<file path="config.mk">
export PLATFORM = sky130hd
export DESIGN_NAME = mod_counter_param
export DESIGN_NICKNAME = d
export VERILOG_FILES = /design/src/rtl/counter_pkg.sv /design/src/rtl/prescaler_tick.sv /design/src/rtl/mod_counter_param.sv
export SDC_FILE = /design/constraint.sdc
export NUM_CORES = 1
export LEC_CHECK = 0
export CAP_MARGIN = 20
export CORE_ASPECT_RATIO = 0.75
export CORE_MARGIN = 2
export CORE_UTILIZATION = 40
export DETAILED_ROUTE_END_ITERATION = 8
export GPL_TIMING_DRIVEN = 0
export PLACE_DENSITY = 0.72
export SETUP_SLACK_MARGIN = 0.1
export SLEW_MARGIN = 20
export SYNTH_ARGS = -nofsm -noshare
export SYNTH_HDL_FRONTEND = slang
export SYNTH_SLANG_ARGS = --single-unit
</file>
<file path="constraint.sdc">
create_clock -name clock -period 2.2 [get_ports clock]
set_input_delay 0.66 -clock clock [delete_from_list [all_inputs] [get_ports clock]]
set_output_delay 0.66 -clock clock [all_outputs]
set_load 0.01 [all_outputs]
</file>
<file path="src/rtl/counter_pkg.sv">
// Shared definitions for the parametrised counter and the blocks that reuse it.
//   CNT_WRAP / CNT_SAT : terminal behaviour (SATURATE parameter values)
//   DIR_UP / DIR_DN    : up_dn input encoding
//   clamp_to_max       : limits a value to a terminal value, widths up to 32 bits
package counter_pkg;
  localparam bit CNT_WRAP  = 1'b0;
  localparam bit CNT_SAT   = 1'b1;
  localparam bit DIR_UP    = 1'b1;
  localparam bit DIR_DN    = 1'b0;
  localparam int CNT_MAX_W = 32;

  // One extra bit so callers can compare any WIDTH <= 32 value without sign or wrap issues.
  function automatic logic [CNT_MAX_W:0] clamp_to_max(input logic [CNT_MAX_W:0] value,
                                                      input logic [CNT_MAX_W:0] max_v);
    return (value > max_v) ? max_v : value;
  endfunction
endpackage

</file>
<file path="src/rtl/prescaler_tick.sv">
// Enable prescaler: emits one step every PRESCALE enabled cycles.
//   clock   : rising-edge clock
//   reset_n : asynchronous active-low reset, phase -> 0
//   enable  : phase advances only while high
//   clear   : synchronous phase clear (wins over enable)
//   step    : enable && (phase == PRESCALE-1), combinational
module prescaler_tick #(
  parameter int PRESCALE = 1
) (
  input  logic clock,
  input  logic reset_n,
  input  logic enable,
  input  logic clear,
  output logic step
);
  // PRESCALE = 1 keeps a 1-bit phase pinned at 0, so step collapses to enable.
  localparam int            PW   = (PRESCALE > 1) ? $clog2(PRESCALE) : 1;
  localparam logic [PW-1:0] LAST = PW'(PRESCALE - 1);

  logic [PW-1:0] r_phase;
  logic          w_last;

  assign w_last = (r_phase == LAST);
  assign step   = enable && w_last;

  always_ff @(posedge clock or negedge reset_n) begin
    if (!reset_n)    r_phase <= '0;
    else if (clear)  r_phase <= '0;
    else if (enable) r_phase <= w_last ? '0 : r_phase + PW'(1);
  end
endmodule

</file>
<file path="src/rtl/mod_counter_param.sv">
// Parametrised event/timebase counter: up/down, synchronous load, wrap or
// saturate at the terminal, prescaled enable, tc pulse and sticky overflow.
//   clock, reset_n : rising-edge clock, asynchronous active-low reset
//   enable, up_dn  : count enable, direction (1 = up)
//   load, load_val : synchronous load (clamped to MAX_VAL), highest priority
//   ovf_clr        : clears overflow unless a terminal event hits the same edge
//   counter_out    : registered count, 0..MAX_VAL
//   tc             : one-cycle pulse after each terminal event
//   overflow       : sticky terminal-event flag
module mod_counter_param
  import counter_pkg::*;
#(
  parameter int               WIDTH    = 12,
  parameter logic [WIDTH-1:0] MAX_VAL  = {WIDTH{1'b1}},
  parameter bit               SATURATE = CNT_WRAP,
  parameter int               PRESCALE = 1
) (
  input  logic             clock,
  input  logic             reset_n,
  input  logic             enable,
  input  logic             up_dn,
  input  logic             load,
  input  logic [WIDTH-1:0] load_val,
  input  logic             ovf_clr,
  output logic [WIDTH-1:0] counter_out,
  output logic             tc,
  output logic             overflow
);
  logic [WIDTH-1:0] r_cnt;
  logic             r_tc;
  logic             r_ovf;

  logic             w_step;
  logic             w_at_top;
  logic             w_at_bot;
  logic             w_term;
  logic [WIDTH:0]   w_cnt_ext;
  logic [WIDTH-1:0] w_load_val;
  logic [WIDTH-1:0] w_next;

  // Load also clears the prescaler so the next step is a full PRESCALE away.
  prescaler_tick #(.PRESCALE(PRESCALE)) u_prescaler (
    .clock   (clock),
    .reset_n (reset_n),
    .enable  (enable),
    .clear   (load),
    .step    (w_step)
  );

  assign w_cnt_ext  = {1'b0, r_cnt};
  assign w_at_top   = (r_cnt == MAX_VAL);
  assign w_at_bot   = (r_cnt == '0);
  assign w_load_val = WIDTH'(clamp_to_max((CNT_MAX_W+1)'(load_val), (CNT_MAX_W+1)'(MAX_VAL)));
  // A load on the same edge suppresses the terminal event entirely.
  assign w_term     = w_step && !load && ((up_dn == DIR_UP) ? w_at_top : w_at_bot);

  // +/-1 is only taken strictly inside 0..MAX_VAL, so the truncation never drops a carry.
  always_comb begin
    w_next = r_cnt;
    if (load) begin
      w_next = w_load_val;
    end else if (w_step) begin
      if (up_dn == DIR_UP)
        w_next = w_at_top ? ((SATURATE == CNT_SAT) ? MAX_VAL : '0)
                          : WIDTH'(w_cnt_ext + (WIDTH+1)'(1));
      else
        w_next = w_at_bot ? ((SATURATE == CNT_SAT) ? '0 : MAX_VAL)
                          : WIDTH'(w_cnt_ext - (WIDTH+1)'(1));
    end
  end

  always_ff @(posedge clock or negedge reset_n) begin
    if (!reset_n) begin
      r_cnt <= '0;
      r_tc  <= 1'b0;
      r_ovf <= 1'b0;
    end else begin
      r_cnt <= w_next;
      r_tc  <= w_term;
      if (w_term)       r_ovf <= 1'b1;
      else if (ovf_clr) r_ovf <= 1'b0;
    end
  end

  assign counter_out = r_cnt;
  assign tc          = r_tc;
  assign overflow    = r_ovf;
endmodule

</file>
# Word-level counts from Yosys, hierarchy flattened
# Cells that the tools add are included.
# W data, S select, Z words.
[op_classes]
n_addsub = 3
eq_ne = 1
n_mux = 11
bitwise_logic = 1
reduce_logical = 8
[ops]
columns = ["cell", "count"]
rows = [
  ["$mux W12", 5],
  ["$add A12 B1 Y12 const B", 1],
  ["$eq A12 B12 Y1 const B", 1],
  ["$logic_not A12 Y1", 1],
  ["$sub A12 B1 Y12 const B", 1],
  ["$mux W1", 6],
  ["$reduce_bool A2 Y1", 3],
  ["$logic_and A1 B1 Y1", 3],
  ["$add A1 B1 Y1 const B", 1],
  ["$logic_not A1 Y1", 1],
  ["$not A1 Y1", 1],
]
[totals]
ff_bits = 15
inputBits = 18

# Depth between registers and ports, before layout
[logic_depth]
ltp_word = 5
depth_mapped = 7

# Hierarchy
# A second synthesis with hierarchy kept.
[unflattened]
cells_unflattened = 180
hier_area_um2 = 1402.6
[modules_own_cells]
columns = ["module", "n_inst", "cells_per_inst", "area_each_um2"]
rows = [
  ["mod_counter_param", 1, 179, 1395.1],
  ["prescaler_tick", 1, 1, 7.5],
]

# Worst setup path after synthesis
# Ideal clock, no wire load.
[synth_path]
kind = "input to register"
from = "input load"
to = "register r_cnt[9] (netlist: counter_out[9])"
setup_time_ps = 129
t_arrival_ps = 1807
t_required_ps = 2071
path_slack_ps = 264
stages = 6
path_cell_list = "clkbuf_1 nand2b_1 clkbuf_1 or4_1 nand3_1 o22ai_1"
[synth_between]
elab_chain_len = 1
[synth_lines]
columns = ["element", "line", "text"]
rows = [
  ["start: declaration", "mod_counter_param.sv:22", "input logic load,"],
  ["$mux W12 or $reduce_bool A2 Y1 (tied branches)", "--", ""],
  ["end signal: assignment", "mod_counter_param.sv:78", "r_cnt <= w_next;"],
  ["end: declaration", "mod_counter_param.sv:29", "logic [WIDTH-1:0] r_cnt;"],
]
# Parallel ways exist; a longest one is shown, timed or not.
# A chain may end at the register's enable or synchronous reset.

# Worst setup path in the final report
[layout_path]
from = "input up_dn"
to = "register r_cnt[0] (netlist: counter_out[0])"
[layout_between]
elab_chain_len = 3
[layout_lines]
columns = ["element", "line", "text"]
rows = [
  ["start: declaration", "mod_counter_param.sv:21", "input logic up_dn,"],
  ["$mux W12", "mod_counter_param.sv:63", "if (up_dn == DIR_UP)"],
  ["$mux W12", "mod_counter_param.sv:62", "end else if (w_step) begin"],
  ["$mux W12", "mod_counter_param.sv:60", "if (load) begin"],
]
# No other way between the ends. The select of a mux whose other input is x is not followed.

==> impl_summary.md <==
Status
The flow ran to the end, and the final reports show no timing, DRC or antenna violations.

Die
The chip height is 55.0 µm. The die covers 0.00396 mm². From left edge to right edge, the die measures 72.0 µm. The core region is 0.00331 mm². The I/O pin count is 32. The initial utilization of the core area, before any placement, comes to 41.9%. The row count is 18.

Synthesis
After synthesis, flip-flops and latches occupy 25.2% of the total area. Counting every instance in the synthesized netlist gives 177. The number of warnings reported in the yosys synthesis log is 0. The leading register cell type out of synthesis is sky130_fd_sc_hd__dfrtp_1.

The synthesized netlist occupies a cell area of 0.00139 mm². Synthesis inferred 14 register bits. In the synthesized netlist the async set-or-reset flop fraction comes to 100%.

The synthesized design contains 0 enable-type register cells. The mean post-synth cell area is 7.84 µm². The net count after synthesis is 198. The number of different library cells used by synthesis comes to 51.

Pwr
The sequential cell fraction of total power is 32.0%. Summed over all cells, the static leakage comes to 0.000691 µW. The total internal power is 645 µW. Combinational logic burns 41.4% of the power. For this design the ratio of total power to cell area is 552 mW/mm². The total design power is 1020 µW.

The net switching power of the design is 376 µW. The worst-case IR drop observed on VDD is 0.381 mV. The clock group share of total power is 26.6%. The net switching share of the total power is 36.8%.

Finish
The count of cells in the finished layout, fillers not included, comes to 253. The post-route standard cell area excluding fillers is 0.00185 mm². The total area of multi-input combinational cells is 967 µm². Of the cells placed in the final design, the portion with a size suffix greater than 1 is 14.1%. The filler cell count is 320. Leaving out fill and tap cells, the most frequent cells in the layout are sky130_fd_sc_hd__clkdlybuf4s50_1, sky130_fd_sc_hd__nor2_1, sky130_fd_sc_hd__a21oi_1.

Registers take 353 µm². The diode insertion count for antenna repair is 0. The synthesis-to-layout area growth is 33.4%. Leaving out fill and tap cells, the most frequent cell in the layout is sky130_fd_sc_hd__clkdlybuf4s50_1. The final net count is 235.

Setup path
The length in cells of the worst reg-to-reg path is 7. The critical path startpoint category is an input pin. The type of the worst setup path is in2reg. Of all nets on the critical path, the largest fanout is 10. The arrival time at the worst endpoint is 2.21 ns. STA classifies the critical path endpoint as a flop. The required time of the worst setup path is 2.35 ns. The launch point of the worst reg-to-reg path is counter_out[1]. The endpoint of the worst-slack reg-to-reg timing path is counter_out[10]. The worst register-to-register path has a setup slack of 0.19 ns.

Worst hold path
The kind of path behind the tightest hold check is reg2reg. Counting instances, the worst hold path has a depth of 1. The launch point of the worst hold path is overflow. The path with the worst hold slack has its endpoint at overflow.

Detailed routing
The detailed-route wire length per cell is 16.3 µm. After detailed routing, the number of vias per cell comes to 6.00. The detailed router finished its first iteration with 103 violations.

The routed layout has 1517 vias. The number of remaining DRC errors is 0. For this block, the routed nets add up to 4130 µm of wire.

The number of nets still failing antenna checks after routing is 0. The number of search-and-repair iterations in the first detailed-routing pass is 4.

Clock tree
In this run the number of H-tree levels came out at 1. In this run, CTS created clock tree buffers numbering 3. The clock-pin slew reported for the worst setup and hold paths after clock tree synthesis is 0.06 ns. The root cell of the clock tree is sky130_fd_sc_hd__clkbuf_8. The later pin in the worst-skew pair is clocked with a latency of 0.26 ns. The largest buffer count on any clock path is 2. TritonCTS built the clock tree. The tree built by TritonCTS fans out to 14 sinks.

STA
The routed design could run at a clock period as short as 2.06 ns. The maximum clock frequency is 485 MHz. Setup violations remaining at the end of the flow were counted as 0. The final critical path takes up 93.8% of the cycle. The number of hold violations in the final report is 0. For the final database, setup skew stands at 0.00439 ns.

The total count of max-transition violations in the final report is 0. Setup repair after global routing could not meet its margin everywhere. The final worst hold slack is 0.486 ns.

Setup slack on the critical path of the routed design comes to 0.136 ns. For the pin with the worst max-slew slack, the measured transition is 0.696 ns. Headroom to the max-slew limit came out at 53.5%.

Global routing
The initial antenna violation count is 0. The number of global-route vias before repair is 1376. The maximum number of pins on one net before global-route repair is 15. The first-pass GRT wire length is 6750 µm.

The global-route usage over all layers is 22.6%. The leftover overflow at the end of global routing is 0.

Placed design
The area of placed instances is 0.00173 mm². The final weighted congestion in routability-driven placement is 0.908. The HPWL after detailed placement is 2820 µm. During placement, the flow inserted port buffers numbering 29. The worst slack after detailed placement is -0.272 ns. In this run, placement finished with an instance count of 246.

Flow run
The reported max-cap violation count is 0.
## power by group through the flow
stage	combinational [µW]	sequential [µW]	clock, µW
4_1_cts	402	326	275
5_1_grt	463	332	286
3_3_place_gp	391	333	0
6_report	423	327	271
3_5_place_dp	392	332	0
2_1_floorplan	239	339	0
## registers in the layout, indices dropped and copies added, names as in the netlist
| signal | flops |
|---|---|
| overflow | 1 |
| tc | 1 |
| counter_out | 12 |
## final cells by class
type,instances,area share (%)
plain buffers,17,4.67
flip-flops and latches,14,19.1
multi-input cells,139,52.3
repair buffers,32,16.9
inverters,7,1.42
clock buffers,4,2.97
well taps,40,2.70
## through the flow
stage                     TNS (ns)  utilization (%)
after floorplan                  0                -
after global placement       -1.08             52.2
after detailed placement     -1.00             52.2
after CTS                        0             54.4
after global routing             0             55.9
final                            0             55.9
## cell families after synthesis
logic type	share of synthesized area (%)
xor+xnor	6.31
buf+inv	8.03
fa+ha+maj	2.71
compound gates	25.5
flops	25.2
simple gates	31.4
mux	0.811
## timing repair
action / in CTS / in global routing
endpoints found under the setup margin: 3 / 6
gates resized for setup: 3 / 8
endpoints found under the hold margin: 0 / 0
hold buffers: 0 / 0
pin swaps: 0 / 1
buffers inserted: 2 / 1
## synth_stat cells, types with 2 or more instances
| cell type | n | area, µm² |
|---|---|---|
| sky130_fd_sc_hd__nor3b_1 | 4 | 30.0 |
| sky130_fd_sc_hd__or4_4 | 2 | 22.5 |
| sky130_fd_sc_hd__o311ai_1 | 2 | 17.5 |
| sky130_fd_sc_hd__xor2_1 | 3 | 26.3 |
| sky130_fd_sc_hd__ha_1 | 3 | 37.5 |
| sky130_fd_sc_hd__o21ai_0 | 3 | 15.0 |
| sky130_fd_sc_hd__inv_1 | 7 | 26.3 |
| sky130_fd_sc_hd__nand4_1 | 3 | 18.8 |
| sky130_fd_sc_hd__or3_1 | 3 | 18.8 |
| sky130_fd_sc_hd__o31a_1 | 2 | 17.5 |
| sky130_fd_sc_hd__o21a_1 | 2 | 15.0 |
| sky130_fd_sc_hd__a211o_1 | 3 | 26.3 |
| sky130_fd_sc_hd__nand2b_1 | 5 | 31.3 |
| sky130_fd_sc_hd__buf_1 | 2 | 7.51 |
| sky130_fd_sc_hd__nor2_1 | 21 | 78.8 |
| sky130_fd_sc_hd__a221oi_1 | 2 | 17.5 |
| sky130_fd_sc_hd__nand2_1 | 8 | 30.0 |
| sky130_fd_sc_hd__xnor2_1 | 7 | 61.3 |
| sky130_fd_sc_hd__nand3_1 | 9 | 45.0 |
| sky130_fd_sc_hd__a21oi_1 | 17 | 85.1 |
| sky130_fd_sc_hd__clkbuf_1 | 10 | 37.5 |
| sky130_fd_sc_hd__a31o_1 | 2 | 17.5 |
| sky130_fd_sc_hd__a31oi_1 | 2 | 12.5 |
| sky130_fd_sc_hd__nor3_1 | 5 | 25.0 |
| sky130_fd_sc_hd__dfrtp_1 | 14 | 350 |
| sky130_fd_sc_hd__buf_2 | 2 | 10.0 |
| sky130_fd_sc_hd__nor3_2 | 2 | 20.0 |
| sky130_fd_sc_hd__buf_6 | 2 | 22.5 |
| sky130_fd_sc_hd__nor4_1 | 5 | 31.3 |
| sky130_fd_sc_hd__nor2b_1 | 2 | 12.5 |
| sky130_fd_sc_hd__or4_1 | 2 | 15.0 |
| sky130_fd_sc_hd__a21o_1 | 2 | 15.0 |
## worst max-delay path by stage
stage | startpoint | to | slack [ns] | depth (start not counted)
global route | up_dn | counter_out[11] | 0.07 | 6
global placement | up_dn | counter_out[8] | -0.28 | 6
finish | up_dn | counter_out[0] | 0.14 | 6
floorplan | load | counter_out[9] | 0.26 | 6
CTS | counter_out[1] | counter_out[10] | 0.11 | 7
detailed placement | up_dn | counter_out[8] | -0.27 | 6
## per-layer routing
layer	wire length (µm)	GRT usage, %
met1	1980	33.4
met2	1700	33.0
met3	401	5.07
met4	51	5.35
met5	0	0
## worst max-delay path: stages
cell                              delay, ns
sky130_fd_sc_hd__clkdlybuf4s50_1       0.49
sky130_fd_sc_hd__buf_2                 0.25
sky130_fd_sc_hd__nand4_1               0.19
sky130_fd_sc_hd__nor4_2                0.21
sky130_fd_sc_hd__o221ai_1              0.18
sky130_fd_sc_hd__a22o_1                0.22
(Power assumes the default switching activity.)
